$ cat config.mk
export PLATFORM = sky130hd
export DESIGN_NAME = ltc2500_sample_buffer_flat
export DESIGN_NICKNAME = d
export VERILOG_FILES = /design/src/rtl/ltc2500_sample_buffer_if.sv /design/src/rtl/ltc2500_sample_buffer.sv /design/src/flat_wrapper.sv
export SDC_FILE = /design/constraint.sdc
export NUM_CORES = 1
export LEC_CHECK = 0
export BUFFER_PORTS_ARGS = -buffer_cell sky130_fd_sc_hd__buf_2
export CAP_MARGIN = 20
export CORE_MARGIN = 5
export CORE_UTILIZATION = 40
export DETAILED_ROUTE_END_ITERATION = 7
export HOLD_SLACK_MARGIN = 0.02
export SETUP_SLACK_MARGIN = 0.5
export SLEW_MARGIN = 20
export SYNTH_ARGS = -nofsm -noshare
export SYNTH_HDL_FRONTEND = slang
export SYNTH_SLANG_ARGS = --single-unit
$ cat constraint.sdc
create_clock -name clk_i -period 4.7 [get_ports clk_i]
set_input_delay 0 -clock clk_i [delete_from_list [all_inputs] [get_ports clk_i]]
set_output_delay 0 -clock clk_i [all_outputs]
set_load 0.01 [all_outputs]
$ cat src/rtl/ltc2500_sample_buffer_if.sv
// Read-side stream of the LTC2500 sample buffer: FWFT head with valid/ready handshake.
// The tag bit marks the head's source: 0 = raw conversion, 1 = filtered result.
interface ltc2500_sample_buffer_if;
  logic        valid;
  logic [31:0] data;
  logic        tag;
  logic        ready;

  modport master (
    output valid,
    output data,
    output tag,
    input  ready
  );

  modport slave (
    input  valid,
    input  data,
    input  tag,
    output ready
  );
endinterface

$ cat src/rtl/ltc2500_sample_buffer.sv
// Merges LTC2500 raw and filtered result strobes into one tagged first-word-fall-through FIFO.
// Samples that cannot be stored are counted in a sticky, saturating drop counter.
module ltc2500_sample_buffer #(
  parameter int unsigned Depth = 16,
  parameter int unsigned Aw    = 4
) (
  input  logic                    clk_i,
  input  logic                    reset_i,
  input  logic                    enable_i,
  input  logic                    done_i,
  input  logic [19:0]             data_i,
  input  logic                    done_filt_i,
  input  logic [31:0]             data_filt_i,
  ltc2500_sample_buffer_if.master m_if,
  output logic [Aw:0]             level_o,
  output logic                    overflow_o,
  output logic [15:0]             drop_count_o,
  input  logic                    clr_ovf_i
);

  localparam logic [Aw:0] LevelFull = (Aw + 1)'(Depth);

  // Entry format: {tag, data}.
  logic [32:0]   mem_q [Depth];
  logic [Aw-1:0] wr_ptr_q, wr_ptr_d;
  logic [Aw-1:0] rd_ptr_q, rd_ptr_d;
  logic [Aw:0]   level_q, level_d;
  logic [32:0]   pend_q, pend_d;
  logic          pend_valid_q, pend_valid_d;
  logic          ovf_q, ovf_d;
  logic [15:0]   cnt_q, cnt_d;

  logic        cap_raw, cap_filt, full, pop;
  logic        wr_req, wr_ok, pend_drain, drop_filt, drop_raw;
  logic [32:0] raw_word, filt_word, wr_word, head;
  logic [1:0]  drop_inc;
  logic [16:0] cnt_sum;

  always_comb begin
    cap_raw   = enable_i & done_i;
    cap_filt  = enable_i & done_filt_i;
    raw_word  = {1'b0, {12{data_i[19]}}, data_i};
    filt_word = {1'b1, data_filt_i};
    full      = (level_q == LevelFull);
    pop       = (level_q != '0) & m_if.ready;

    // One write per cycle: filtered strobe, then pending raw, then a fresh raw strobe.
    wr_req     = 1'b0;
    wr_word    = '0;
    pend_drain = 1'b0;
    if (cap_filt) begin
      wr_req  = 1'b1;
      wr_word = filt_word;
    end else if (pend_valid_q) begin
      wr_req     = 1'b1;
      wr_word    = pend_q;
      pend_drain = !full;
    end else if (cap_raw) begin
      wr_req  = 1'b1;
      wr_word = raw_word;
    end
    wr_ok     = wr_req & !full;
    drop_filt = cap_filt & full;

    // A raw strobe that loses arbitration parks in pending, unless pending is still held.
    pend_d       = pend_q;
    pend_valid_d = pend_valid_q & !pend_drain;
    drop_raw     = 1'b0;
    if (cap_raw && (cap_filt || pend_valid_q)) begin
      if (pend_valid_q && !pend_drain) begin
        drop_raw = 1'b1;
      end else begin
        pend_valid_d = 1'b1;
        pend_d       = raw_word;
      end
    end else if (cap_raw && full) begin
      drop_raw = 1'b1;
    end

    wr_ptr_d = wr_ptr_q + Aw'(wr_ok);
    rd_ptr_d = rd_ptr_q + Aw'(pop);
    level_d  = level_q + (Aw + 1)'(wr_ok) - (Aw + 1)'(pop);

    drop_inc = {1'b0, drop_filt} + {1'b0, drop_raw};
    cnt_sum  = {1'b0, cnt_q} + 17'(drop_inc);
    cnt_d    = cnt_sum[16] ? 16'hFFFF : cnt_sum[15:0];
    ovf_d    = ovf_q | (drop_inc != 2'd0);
    if (clr_ovf_i) begin
      cnt_d = '0;
      ovf_d = 1'b0;
    end
  end

  always_ff @(posedge clk_i) begin
    if (reset_i) begin
      wr_ptr_q     <= '0;
      rd_ptr_q     <= '0;
      level_q      <= '0;
      pend_q       <= '0;
      pend_valid_q <= 1'b0;
      ovf_q        <= 1'b0;
      cnt_q        <= '0;
    end else begin
      wr_ptr_q     <= wr_ptr_d;
      rd_ptr_q     <= rd_ptr_d;
      level_q      <= level_d;
      pend_q       <= pend_d;
      pend_valid_q <= pend_valid_d;
      ovf_q        <= ovf_d;
      cnt_q        <= cnt_d;
    end
  end

  // Storage needs no reset: the head is masked while the FIFO is empty.
  always_ff @(posedge clk_i) begin
    if (!reset_i && wr_ok) begin
      mem_q[wr_ptr_q] <= wr_word;
    end
  end

  always_comb begin
    head         = mem_q[rd_ptr_q];
    m_if.valid   = (level_q != '0);
    m_if.data    = m_if.valid ? head[31:0] : 32'h0;
    m_if.tag     = m_if.valid & head[32];
    level_o      = level_q;
    overflow_o   = ovf_q;
    drop_count_o = cnt_q;
  end

endmodule

$ cat src/flat_wrapper.sv
// flat-port wrapper written by rule: the top's interface ports become plain ports
module ltc2500_sample_buffer_flat 
#(
  parameter int unsigned Depth = 16,
  parameter int unsigned Aw    = 4
)
  (clk_i, reset_i, enable_i, done_i, data_i, done_filt_i, data_filt_i, level_o, overflow_o, drop_count_o, clr_ovf_i, m_if_valid, m_if_data, m_if_tag, m_if_ready);
  ltc2500_sample_buffer_if m_if_i ();
  input  logic clk_i;
  input  logic reset_i;
  input  logic enable_i;
  input  logic done_i;
  input  logic [19:0] data_i;
  input  logic done_filt_i;
  input  logic [31:0] data_filt_i;
  output logic [Aw:0] level_o;
  output logic overflow_o;
  output logic [15:0] drop_count_o;
  input  logic clr_ovf_i;
  output wire logic [$bits(m_if_i.valid)-1:0] m_if_valid;
  output wire logic [$bits(m_if_i.data)-1:0] m_if_data;
  output wire logic [$bits(m_if_i.tag)-1:0] m_if_tag;
  input wire logic [$bits(m_if_i.ready)-1:0] m_if_ready;
  assign m_if_valid = m_if_i.valid;
  assign m_if_data = m_if_i.data;
  assign m_if_tag = m_if_i.tag;
  assign m_if_i.ready = m_if_ready;
  ltc2500_sample_buffer #(.Depth(Depth), .Aw(Aw)) u_core (.clk_i(clk_i), .reset_i(reset_i), .enable_i(enable_i), .done_i(done_i), .data_i(data_i), .done_filt_i(done_filt_i), .data_filt_i(data_filt_i), .m_if(m_if_i), .level_o(level_o), .overflow_o(overflow_o), .drop_count_o(drop_count_o), .clr_ovf_i(clr_ovf_i));
endmodule
### Word level (Yosys, flattened, before mapping)

Memories as Yosys holds them, arrays and structs flattened. A register that Yosys moved wholly into a read port is not among the register bits.
Cells that the tools add are included.

* $add $sub $neg: 6
* $mul: 0
* divide/modulo/power cells: 0
* order comparisons: 0
* eq/ne operators: 1
* shifts and indexed selects: 0
* mux-type cells: 18
* bitwise operators: 9
* reductions and logical operators: 12

Operators by type and width (count)
* $mux 32: 3
* $mux 33: 1
* $add 16x2->17: 1
* $mux 16: 1
* $mux 1: 12
* $add 4x1->4: 2
* $and 1x1->1: 7
* $add 5x1->5: 1
* $eq 5x5->1 const B: 1
* $reduce_bool 5->1: 1
* $sub 5x1->5: 1
* $logic_and 1x1->1: 4
* $mux 4: 1
* $logic_not 1->1: 3
* $add 1x1->2: 1
* $reduce_and 2->1: 1
* $reduce_bool 2->1: 1
* $reduce_or 2->1: 1
* $logic_or 1x1->1: 1
* $not 1->1: 1
* $or 1x1->1: 1

* bits in registers: 51
* latch bits: 0
* RAM bits: 528
* bits in read-only memories: 0
* input port bits: 59
* output and inout bits: 56
* logic and storage cells: 54
* memories: 1

Memory list
* u_core.mem_q: words 16, width 33, read ports 1, clocked after memory_dff 1, wr ports 1, line ltc2500_sample_buffer.sv:24 `logic [32:0] mem_q [Depth];`

### Longest topological paths before layout

Gate-level depths: netlist of run 1.

* depth after elaboration: 11
* mapped depth: 15
* mapped depth without buffers: 14

### Worst setup path after synthesis of run 1

No wires, ideal clock.

* path type: reg2reg
* start point: register u_core.level_q[2] (netlist: u_core.level_o[2])
* end point: memory u_core.mem_q[3][0] (enable)
* setup time: 464 ps
* arrival time: 3521 ps
* required time: 4236 ps
* setup slack: 715 ps
* cell stages (with the launch flop): 7
* buffers on the path: 0
* period minus slack after synthesis: 3985 ps
* path through: dfxtp_1 inv_1 ha_1 nand4bb_1 o31a_1 nand4b_1 nor3_1

* longest elaborated chain between the ends: 6

Ends and longest elaborated chain
* from (decl): line ltc2500_sample_buffer.sv:27 `logic [Aw:0] level_q, level_d;`
* from (signal assigned): line ltc2500_sample_buffer.sv:106 `level_q <= level_d;`
* $eq 5x5->1: line ltc2500_sample_buffer.sv:44 `full = (level_q == LevelFull);`
* $logic_not 1->1: line ltc2500_sample_buffer.sv:62 `wr_ok = wr_req & !full;`
* $and 1x1->1: line ltc2500_sample_buffer.sv:62
* $logic_and 1x1->1: line ltc2500_sample_buffer.sv:116 `if (!reset_i && wr_ok) begin`
* $mux 1: line ltc2500_sample_buffer.sv:116
* $mux 1 (implied by the code): line ltc2500_sample_buffer.sv:117 `mem_q[wr_ptr_q] <= wr_word;`
* to (decl): line ltc2500_sample_buffer.sv:24

No other way between the ends.

### Final worst setup path of run 1

* start point: register u_core.level_q[3] (netlist: u_core.level_o[3])
* end point: register u_core.cnt_q[1] (netlist: u_core.drop_count_o[1])

* longest elaborated chain between the ends: 11
* elaborated cells between the ends (all ways): 14
* those cells by class: add/sub: 2; eq/ne: 1; mux: 6; bitwise: 1; reduce/logical: 4

Ends and longest elaborated chain
* $eq 5x5->1 (*): line ltc2500_sample_buffer.sv:44
* $logic_not 1->1: line ltc2500_sample_buffer.sv:57 `pend_drain = !full;`
* $mux 1: line ltc2500_sample_buffer.sv:54 `end else if (pend_valid_q) begin`
* $mux 1: line ltc2500_sample_buffer.sv:51 `if (cap_filt) begin`
* $logic_not 1->1: line ltc2500_sample_buffer.sv:70 `if (pend_valid_q && !pend_drain) begin`
* $logic_and 1x1->1: line ltc2500_sample_buffer.sv:70
* $mux 1: line ltc2500_sample_buffer.sv:70
* $mux 1: line ltc2500_sample_buffer.sv:69 `if (cap_raw && (cap_filt || pend_valid_q)) begin`
* $add 1x1->2 (*): line ltc2500_sample_buffer.sv:84 `drop_inc = {1'b0, drop_filt} + {1'b0, drop_raw};`
* $add 16x2->17 (*): line ltc2500_sample_buffer.sv:85 `cnt_sum = {1'b0, cnt_q} + 17'(drop_inc);`
* $mux 16 (*): line ltc2500_sample_buffer.sv:86 `cnt_d = cnt_sum[16] ? 16'hFFFF : cnt_sum[15:0];`
* to (signal assigned): line ltc2500_sample_buffer.sv:110 `cnt_q <= cnt_d;`
* to (decl): line ltc2500_sample_buffer.sv:31 `logic [15:0] cnt_q, cnt_d;`

Mark *: on every way between the ends. The rest lies on a longest branch, timed or not.
A chain may end at the register's enable or synchronous reset.

==> key figures, run 1 <==
Yosys
  • Post-synthesis compound-gate area fraction: 5.629%
  • Synth cell types: 50
  • Post-Syn Area: 22940 µm²
  • Synth Net Count: 1368
  • Ys flop type: edfxtp_1
  • Cells after Synth: 1293
  • Number of synthesized flops with an enable pin: 528
  • Yosys warnings: 0
  • Post-Syn Area per Cell: 17.74 µm²
  • Largest family of logic cells by synthesized area: multiplexers
  • Xor/xnor share of the synthesized area: 0.5727%
  • Synth Register Bits: 579
  • Ys async rst share: 0%
  • Post-synthesis simple-gate area fraction: 5.127%
  • Post-synthesis sequential area ratio: 73.57%
  • Mux share of post-synthesis cell area: 12.26%
  • Synth Area in Adders: 0.9382%

Timing
  • Setup TNS: 0 ns
  • Worst-case clock skew: 0.01625 ns
  • Final Cycle Share: 79.49%
  • RSZ-0062 raised after global routing: false
  • Fmax: 0.2677 GHz
  • Pins over their slew limit: 0
  • Endpoints failing setup: 0
  • Post-layout min period: 3.736 ns
  • Worst hold slack: 0.001497 ns
  • Relative slew slack: 26.96%
  • Final hold vios: 0
  • Worst Max-Slew Pin Slew: 1.093 ns

Worst setup path
  • Critical path fanouts, max: 11
  • CP startpoint: u_core.level_o[3]$_SDFF_PP0_
  • Path type of the worst setup path: reg -> reg
  • Critical path required time: 5.23 ns
  • Worst EP arrival: 4.27 ns
  • Worst setup SP type: flip-flop
  • CP Capture Type: flip-flop
  • Reg2reg start: u_core.level_o[3]$_SDFF_PP0_
  • Flop-to-flop setup slack: 0.96 ns

GRT
  • Grt ovf: 0
  • Met2 usage: 26.70%
  • First-pass GRT wire length: 81020 µm
  • GRT Overall Usage: 16.90%
  • GRT met1 Usage: 24.61%
  • Vias in the first global route: 12.78k
  • Gr busiest metal: met2
  • Met3 usage: 3.030%
  • Initial antenna violation count: 0
  • Pin count of the biggest net entering global routing: 68

Final layout
  • Fin cells: 2265
  • Area added between synthesis and finish: 17.11%
  • Ant. Diodes: 0
  • Fill count: 4833
  • Fraction of layout cells with a size suffix above 1: 22.93%
  • Nets: 1541

CTS
  • CTS tree: done
  • Worst-path clk slew: 0.06 ns
  • Clk sinks: 579
  • H-tree levels: 2
  • CTS max path bufs: 3
  • Worst skew pair latency: 0.60 ns
  • Setup bufs post-CTS: 0
  • Num CTS Buffers: 57
  • CTS Root Cell: clkbuf_16

Placed design
  • Inst Count DP: 2126
  • RePlAce Congestion: 0.7969
  • PortBufs: 114
  • DP HPWL: 30460 µm

Power and ir drop
  • Pwr/cell area: 487.3 nW/µm²
  • Combinational Power Share: 20.5%
  • Clock share of power: 34.4%
  • Worst VDD drop: 0.2889 mV
  • Switching Share: 26.36%
  • Internal power: 0.009639 W
  • Leakage: 9.086 nW
  • Sw power: 0.003451 W
  • Flop pwr share: 45.1%

Flow run
  • Max Cap Viol: 0

Floorplanning
  • Die Height: 249.5 µm
  • Core Area: 56600 µm²
  • I/O pin total: 115
  • Die width: 249.5 µm
  • Initial Util: 40.52%
  • # rows: 87
  • Die ar.: 62240 µm²

Drt
  • DR vias/cell: 5.446
  • Antenna Violating Nets Remaining: 0
  • WL final: 53430 µm
  • WL per Instance: 23.59 µm
  • DR iter-0 viols: 1059
  • Residual DRC count: 0
  • Pre-Repair DR Iteration Count: 6
  • DR vias: 12.34k

Hold path
  • Worst Hold Class: in -> reg
  • Worst hold start: data_filt_i[16]

Outcome
  • Status: finished clean
-- layer usage --
metal / up-vias / wire length, µm
li1: 5546 / -
met1: 6360 / 24290
met2: 364 / 24840
met3: 65 / 3282
met4: 0 / 1024
met5: - / 0
-- placed cells by master (no fill, tap or decap), drive strengths merged, types with 3 or more instances in the layout --
master	instances
a221oi	19
nor2b	30
bufinv	6
dfxtp	51
inv	18
clkinv	26
nor3b	3
nor2	87
nand4	3
xnor2	9
nor3	29
a221o	33
buf	156
a22oi	67
a211oi	3
and2	5
ha	14
xor2	6
nand2	12
mux4	66
edfxtp	528
nand3	5
a21oi	17
clkbuf	69
and3	37
a31oi	4
dlygate4sd3	37
mux2i	132
a21o	15
-- layout make-up --
cell class | count | area (µm²) | share of cell area [%]
repair buffers | 193 | 1323 | 4.923
flip-flops and latches | 579 | 16880 | 62.85
clock buffers | 69 | 1524 | 5.673
multi-input cells | 618 | 5802 | 21.60
clock inverters | 33 | 320.3 | 1.192
inverters | 17 | 63.81 | 0.2376
well taps | 756 | 945.9 | 3.521
-- power groups by stage --
stage	Combinational, W	Clock [W]	Sequential, W
6_report	0.00268	0.00451	0.00590
2_1_floorplan	0.00191	0	0.00593
4_1_cts	0.00273	0.00461	0.00590
3_3_place_gp	0.00267	0	0.00601
3_5_place_dp	0.00269	0	0.00601
5_1_grt	0.00291	0.00481	0.00592
-- per-stage QoR --
| stage | total power [W] | worst slack (ns) | instance area, µm² | utilization [%] |
|---|---|---|---|---|
| final | 0.01309 | 0.9641 | 26860 | 47.46 |
| after global routing | 0.01364 | 0.5881 | 26860 | 47.46 |
| after CTS | 0.01324 | 0.9771 | 26810 | 47.36 |
| after detailed placement | 0.008707 | 0.9986 | 24610 | 43.48 |
| after global placement | 0.008678 | 1.073 | 24610 | 43.48 |
| after floorplan | 0.007832 | 0.7147 | 22940 | - |
-- cell usage after synthesis (all sizes together) (4+ instances only) --
master  count  area [µm²]
xnor2       9       78.83
buf        38       217.7
mux4       66        1490
edfxtp    528       15860
nor2b      30       195.2
a21oi      17       85.08
dfxtp      51        1021
and3       37       236.5
a221oi     19       166.4
a22oi      67       503.0
nand3       5       25.02
nor3       29       145.1
a31oi       4       25.02
clkbuf     41       155.1
mux2i     132        1321
ha         14       175.2
and2        5       31.28
inv        17       63.81
nor2       87       326.6
xor2        6       52.55
nand2      12       45.04
a21o       15       112.6
a221o      33       330.3
-- timing repair --
action	in CTS	in global routing
endpoints found under the setup margin	0	0
endpoints found under the hold margin	160	29
hold buffers	35	2
gates resized for setup	0	0
-- cell families after synthesis --
kind of cell | after synthesis
AOI/OAI and AO/OA | 164
xor gates and xnor gates | 15
adders and majority gates | 16
buffers and inverters | 96
DFF | 579
muxes | 198
and+or+nand+nor | 225
-- worst max-delay path, cell delays in order (launching register included) --
cell,delay (ns)
dfxtp_1,0.33
inv_1,0.09
ha_1,0.16
nand4bb_1,0.23
o21ai_0,0.20
and2_1,0.17
inv_1,0.05
ha_1,0.27
ha_1,0.18
inv_1,0.07
fa_1,0.42
nand3b_1,0.29
nor4_2,0.59
nand2_1,0.40
a21oi_1,0.23
-- sequential cells by signal (all words and copies together) (netlist names) --
| name | count |
|---|---|
| u_core.mem_q | 528 |
| u_core.pend_q | 20 |
| u_core.drop_count_o | 16 |
| u_core.level_o | 5 |
| u_core.rd_ptr_q | 4 |
| u_core.wr_ptr_q | 4 |
| u_core.overflow_o | 1 |
| u_core.pend_valid_q | 1 |
-- worst paths after layout --
kind,end,cells after the start
setup / recovery,u_core.drop_count_o[1]$_SDFF_PP0_,14
hold reg to reg,u_core.overflow_o$_SDFF_PP0_,2
hold / removal,u_core.mem_q[3][16]$_DFFE_PP_,3
setup reg to reg,u_core.drop_count_o[1]$_SDFF_PP0_,14
Note: power is estimated with default switching activity, not from simulation.
==> run 2: changes to the inputs <==
Clock period 4.7 ns to 3.2 ns, I/O delays scaled along.
==> key figures, run 2 (synthesized netlist as in run 1, its figures left out) <==
Worst setup path
  • Critical path fanouts, max: 8 (-3)
  • Crit-path slowest cell: or4b_4
  • Path type of the worst setup path: reg -> out
  • CP Capture Type: output pin
  • Slowest cell delay on critical path: 0.50 ns (-0.09 ns)
  • Critical path required time: 3.20 ns (-2.03 ns)
  • CP cell instances: inv_4, ha_4, buf_6, or4b_4, nor2b_4, buf_12, and3_1, a221o_1, buf_2
  • CP startpoint: u_core.level_o[3]$_SDFF_PP0_
  • Reg2reg start: u_core.level_o[3]$_SDFF_PP0_
  • Worst EP arrival: 2.88 ns (-1.39 ns)
  • Flop-to-flop setup slack: 0.42 ns (-0.54 ns)
  • Worst setup SP type: flip-flop

Final layout
  • Largest reg by FF count: u_core.mem_q
  • Ant. Diodes: 0 (unchanged)
  • Commonest non-fill, non-tap cell in the layout: edfxtp_1
  • Nets: 1620 (+5.1%)
  • Max reg flops: 528 (unchanged)
  • Finished Core Util: 49.98% (+2.5 points)
  • Fraction of layout cells with a size suffix above 1: 30.30% (+7.4 points)
  • Area added between synthesis and finish: 23.34%
  • Commonest non-fill, non-tap cells in the layout: edfxtp_1, mux2i_1, buf_2, a22oi_1, mux4_2

Floorplanning
  • I/O pin total: 115 (unchanged)
  • Die ar.: 62240 µm² (unchanged)
  • Core Area: 56600 µm² (unchanged)
  • # rows: 87 (unchanged)
  • Die Height: 249.5 µm (unchanged)
  • Initial Util: 40.52% (unchanged)
  • Die width: 249.5 µm (unchanged)

GRT
  • Met3 usage: 3.446% (+0.42 points)
  • GRT met1 Usage: 25.70% (+1.1 points)
  • Vias in the first global route: 13.37k (+4.6%)
  • Grt ovf: 0 (unchanged)
  • Initial antenna violation count: 1 (+1)
  • Pin count of the biggest net entering global routing: 51 (-25%)
  • Gr busiest metal: met2
  • GRT Overall Usage: 17.97% (+1.1 points)
  • First-pass GRT wire length: 85470 µm (+5.5%)
  • Met2 usage: 28.98% (+2.3 points)

Drt
  • DR vias: 12.88k (+4.4%)
  • DR vias/cell: 5.488 (+0.77%)
  • Antenna Violating Nets Remaining: 0 (unchanged)
  • WL per Instance: 24.53 µm (+4.0%)
  • Pre-Repair DR Iteration Count: 4 (-2)
  • WL final: 57560 µm (+7.7%)
  • Residual DRC count: 0 (unchanged)
  • DR iter-0 viols: 1078 (+1.8%)

Power and ir drop
  • Sw power: 0.005454 W (+58%)
  • Leakage: 9.619 nW (+5.9%)
  • Pwr/cell area: 717.3 nW/µm² (+47%)
  • Worst VDD drop: 0.4515 mV (+56%)
  • Combinational Power Share: 25.0% (+4.5 points)
  • Internal power: 0.01484 W (+54%)
  • Flop pwr share: 42.3% (-2.8 points)
  • Final Power: 0.02029 W (+55%)
  • Switching Share: 26.88% (+0.52 points)
  • Clock share of power: 32.7% (-1.7 points)

Timing
  • Fmax: 0.3471 GHz
  • Final Cycle Share: 90.03%
  • Setup TNS: 0 ns (unchanged)
  • Post-layout min period: 2.881 ns
  • Relative slew slack: 31.42% (+4.5 points)
  • Final hold vios: 0 (unchanged)
  • Pins over their slew limit: 0 (unchanged)
  • RSZ-0062 raised after global routing: true
  • Worst Max-Slew Pin Slew: 1.025 ns (-0.06843 ns)
  • Worst-case clock skew: 0.02009 ns (+0.003839 ns)
  • Endpoints failing setup: 0 (unchanged)

CTS
  • Worst skew pair latency: 0.63 ns (+0.03 ns)
  • H-tree levels: 2 (unchanged)
  • CTS tree: done
  • Num CTS Buffers: 59 (+3.5%)
  • Clk sinks: 579 (unchanged)
  • Worst-path clk slew: 0.06 ns (about the same)
  • CTS max path bufs: 3 (unchanged)
  • CTS Root Cell: clkbuf_16

Hold path
  • Worst hold start: data_filt_i[5]
  • Worst Hold Class: in -> reg

Outcome
  • Status: finished clean

Placed design
  • RePlAce Congestion: 0.7944 (-0.31%)
  • PortBufs: 114 (unchanged)
  • DP HPWL: 31590 µm (+3.7%)

Flow run
  • Max Cap Viol: 0 (unchanged)
==> run 2: cell count changes in the layout (fill, tap and decap cells not counted), sizes merged <==
| cell | delta |
|---|---|
| and3 | +2 |
| buf | +55 |
| bufbuf | +1 |
| bufinv | -3 |
| clkbuf | +11 |
| clkinv | -5 |
| clkinvlp | +2 |
| dlygate4sd3 | +17 |
| inv | +1 |
| nand2 | +1 |
==> run 2: repair_timing <==
| action | CTS | global route |
|---|---|---|
| hold buffers | 44 | 10 |
| gates resized for setup | 67 | 31 |
| endpoints found under the setup margin | 97 | 197 |
| gates cloned | 7 | 0 |
| setup buffers | 24 | 12 |
| pin swaps | 14 | 25 |
| endpoints found under the hold margin | 273 | 145 |
==> run 2: layout make-up <==
type,instances,area [µm²]
fill,4691,28310
sequential,579,16890
multi-input combinational,621,6262
timing repair buffer,267,2256
clock buffer,79,1613
tap,756,945.9
clock inverter,28,257.7
inverter,17,66.31
==> run 2: power by group through the flow <==
stage                     registers, W  logic (W)  clock network, W
final                          0.00857    0.00508           0.00664
after global routing           0.00859    0.00546           0.00709
after CTS                      0.00857    0.00501           0.00678
after detailed placement       0.00877    0.00418                 0
after global placement         0.00876    0.00415                 0
after floorplan                0.00871    0.00281                 0
==> run 2: worst paths after layout <==
path	cells after the start	endpoint
worst min register to register	2	u_core.pend_q[19]$_SDFFE_PP0P_
worst max register to register	15	u_core.drop_count_o[12]$_SDFF_PP0_
worst min-delay path	3	u_core.mem_q[2][5]$_DFFE_PP_
worst max-delay path	9	m_if_data[3]
==> run 2: through the flow <==
stage	cells	worst slack, ns	hold slack (ns)	area (µm²)
after CTS	2324	0.2375	0.02450	27900
after floorplan	1293	0.1639	0.1707	23030
after detailed placement	2142	0.004048	0.2886	24970
after global routing	2347	0.2236	0.02048	28290
after global placement	2142	0.03766	0.2791	24970
final	2347	0.3192	0.004453	28290
==> run 2: layer usage <==
layer,routed length (µm),vias to the layer above
met5,0,-
met1,25490,6699
met4,861,0
met2,27450,415
li1,-,5711
met3,3758,55
==> run 2: worst max-delay path: cells and delay by family (launching register included) <==
family	cells	cell delay (ns)
compound gates	1	0.32
simple gates	3	0.90
flops	1	0.35
buf+inv	4	0.53
fa+ha+maj	1	0.15
==> run 3: changes to the inputs <==
Settings changed: CTS_BUF_LIST from default to sky130_fd_sc_hd__clkbuf_2.
Clock period 3.2 ns to 2.7 ns, I/O delays scaled along.
==> key figures, run 3 (synthesized netlist as in run 1, its figures left out) <==
CTS
  • CTS max path bufs: 3 (unchanged)
  • CTS tree: done
  • CTS Root Cell: clkbuf_2
  • Clk sinks: 579 (unchanged)
  • Num CTS Buffers: 149 (+150%)
  • Worst skew pair latency: 1.30 ns (+0.67 ns)
  • Worst-path clk slew: 0.10 ns (+0.04 ns)
  • H-tree levels: 4 (+2)

GRT
  • Initial antenna violation count: 2 (+1)
  • GRT Overall Usage: 18.97% (+1.0 points)
  • Pin count of the biggest net entering global routing: 71 (+39%)
  • Grt ovf: 0 (unchanged)
  • First-pass GRT wire length: 88850 µm (+4.0%)
  • Vias in the first global route: 14.37k (+7.4%)

Worst setup path
  • Critical path fanouts, max: 5 (-3)
  • Worst EP arrival: 3.48 ns (+0.60 ns)
  • Crit Reg-Reg Endpoint: u_core.drop_count_o[14]$_SDFF_PP0_
  • Reg2reg start: u_core.level_o[3]$_SDFF_PP0_
  • Worst setup SP type: flip-flop
  • Flop-to-flop setup slack: -0.27 ns (-0.69 ns)
  • Path type of the worst setup path: reg -> out
  • CP Capture Type: output pin
  • Critical path required time: 2.70 ns (-0.50 ns)
  • Worst Reg-to-Reg Cells: 16 (+1)

Drt
  • WL per Instance: 24.41 µm (-0.46%)
  • WL final: 63500 µm (+10%)
  • Pre-Repair DR Iteration Count: 7 (+3)
  • Antenna Violating Nets Remaining: 0 (unchanged)
  • DR vias/cell: 5.446 (-0.77%)
  • DR iter-0 viols: 1159 (+7.5%)
  • Residual DRC count: 0 (unchanged)
  • DR vias: 14.16k (+10%)

Placed design
  • Cell Area, Placed: 25110 µm² (+0.55%)
  • DP HPWL: 29770 µm (-5.7%)
  • PortBufs: 114 (unchanged)
  • RePlAce Congestion: 0.7727 (-2.7%)

Flow run
  • Max Cap Viol: 0 (unchanged)

Floorplanning
  • I/O pin total: 115 (unchanged)
  • Die ar.: 62240 µm² (unchanged)
  • Die Height: 249.5 µm (unchanged)
  • # rows: 87 (unchanged)
  • Initial Util: 40.52% (unchanged)
  • Die width: 249.5 µm (unchanged)
  • Core Area: 56600 µm² (unchanged)

Power and ir drop
  • Pwr/cell area: 754.5 nW/µm² (+5.2%)
  • Worst VDD drop: 0.4607 mV (+2.0%)
  • Final Power: 0.02221 W (+9.5%)
  • Leakage: 10.30 nW (+7.0%)

Final layout
  • Final Cell Area: 29440 µm² (+4.0%)
  • Largest reg by FF count: u_core.mem_q
  • Fraction of layout cells with a size suffix above 1: 35.73% (+5.4 points)
  • Commonest non-fill, non-tap cells in the layout: edfxtp_1, clkbuf_2, dlygate4sd3_1, mux2i_1, buf_2
  • Area added between synthesis and finish: 28.33%
  • Commonest non-fill, non-tap cell in the layout: edfxtp_1
  • Fill count: 4600 (-1.9%)
  • Nets: 1814 (+12%)
  • Max reg flops: 528 (unchanged)

Timing
  • Fmax: 0.2870 GHz
  • Post-layout min period: 3.485 ns
  • Worst Max-Slew Pin Slew: 1.117 ns (+0.09200 ns)
  • Pins over their slew limit: 0 (unchanged)
  • Final hold vios: 0 (unchanged)
  • RSZ-0062 raised after global routing: true
  • Worst-case clock skew: 0.07627 ns (+0.05618 ns)
  • Final Cycle Share: 129.1%
  • Endpoints failing setup: 49 (+49)
  • Post-route setup slack: -0.7846 ns (-1.104 ns)
  • Relative slew slack: 25.27% (-6.2 points)

Outcome
  • Failing checks: setup timing
  • Status: complete, but fails checks

Hold path
  • Worst hold start: data_i[16]
  • Worst Hold Class: in -> reg
  • Hold Crit Depth: 4 (+1)
  • Hold Crit Endpoint: u_core.mem_q[5][16]$_DFFE_PP_
-- run 3: cell types whose count changed in the layout (fill, tap and decap cells not counted), moves of 7 or more --
cell           before  now
buf_16              1    8
a21o_4              0   13
clkbuf_2            0  213
clkbuf_16          61   15
a21o_1             15    2
inv_2               6   13
dlygate4sd3_1      54  139
buf_12             20   37
clkbuf_1           15    0
buf_6              19   28
buf_4              64   36
clkinv_1           11   27
-- run 3: timing repair --
| action | in CTS | in global routing |
|---|---|---|
| resized for setup | 66 | 112 |
| buffers inserted | 11 | 19 |
| hold endpoints to repair | 1107 | 233 |
| pin swaps | 14 | 20 |
| gates cloned | 12 | 14 |
| setup endpoints to repair | 966 | 1065 |
| hold buffers | 139 | 1 |
-- run 3: area by class of cell --
class,instances,area [µm²],share of cell area [%]
inverter,17,63.81,0.2168
sequential,579,16890,57.38
timing repair buffer,370,3859,13.11
tap,756,945.9,3.213
clock inverter,38,222.7,0.7566
antenna,6,15.01,0.05101
multi-input combinational,622,6374,21.65
clock buffer,213,1066,3.622
-- run 3: how the worst max path moves through the flow --
| stage | start | end | slack (ns) | cells past startpoint |
|---|---|---|---|---|
| after floorplan | u_core.level_o[2]$_SDFF_PP0_ | u_core.drop_count_o[10]$_SDFF_PP0_ | -0.13 | 15 |
| after global placement | u_core.level_o[2]$_SDFF_PP0_ | u_core.drop_count_o[8]$_SDFF_PP0_ | -0.17 | 15 |
| after detailed placement | u_core.level_o[3]$_SDFF_PP0_ | u_core.drop_count_o[8]$_SDFF_PP0_ | -0.20 | 15 |
| after CTS | u_core.level_o[2]$_SDFF_PP0_ | m_if_tag | -0.91 | 9 |
| after global routing | u_core.level_o[3]$_SDFF_PP0_ | m_if_data[20] | -0.90 | 9 |
| final | u_core.level_o[3]$_SDFF_PP0_ | m_if_data[9] | -0.78 | 9 |
-- run 3: layer usage --
layer | track usage, % | share of wire (%) | vias to the layer above
li1 | - | - | 6202
met1 | 26.42 | 43 | 7264
met2 | 29.37 | 47 | 590
met3 | 4.664 | 7.6 | 108
met4 | 6.758 | 2.2 | 0
met5 | 0 | 0 | -
-- run 3: where the power goes --
group | leakage (nW) | internal (W) | switching, W
clock network | 1.00 | 0.00238 | 0.00343
logic | 4.05 | 0.00315 | 0.00310
registers | 5.24 | 0.0100 | 0.000111
-- run 3: through the flow --
stage	hold slack (ns)	setup TNS, ns	std cells	utilization (%)	setup WS [ns]
after floorplan	0.1707	-4.971	1293	-	-0.1331
after global placement	0.2783	-1.967	2148	44.36	-0.1699
after detailed placement	0.2896	-2.456	2148	44.36	-0.2012
after CTS	0.02458	-32.68	2561	50.23	-0.9097
after global routing	0.1036	-34.30	2597	51.99	-0.9020
final	0.1492	-27.65	2601	52.00	-0.7846
-- run 3: worst max-delay path, cell delays in order, from the launching register on --
cell	delay [ns]
dfxtp_2	0.34
inv_2	0.08
ha_4	0.13
or4b_4	0.46
buf_6	0.15
nor2b_4	0.16
buf_12	0.20
and3_4	0.14
a221o_1	0.34
buf_2	0.18
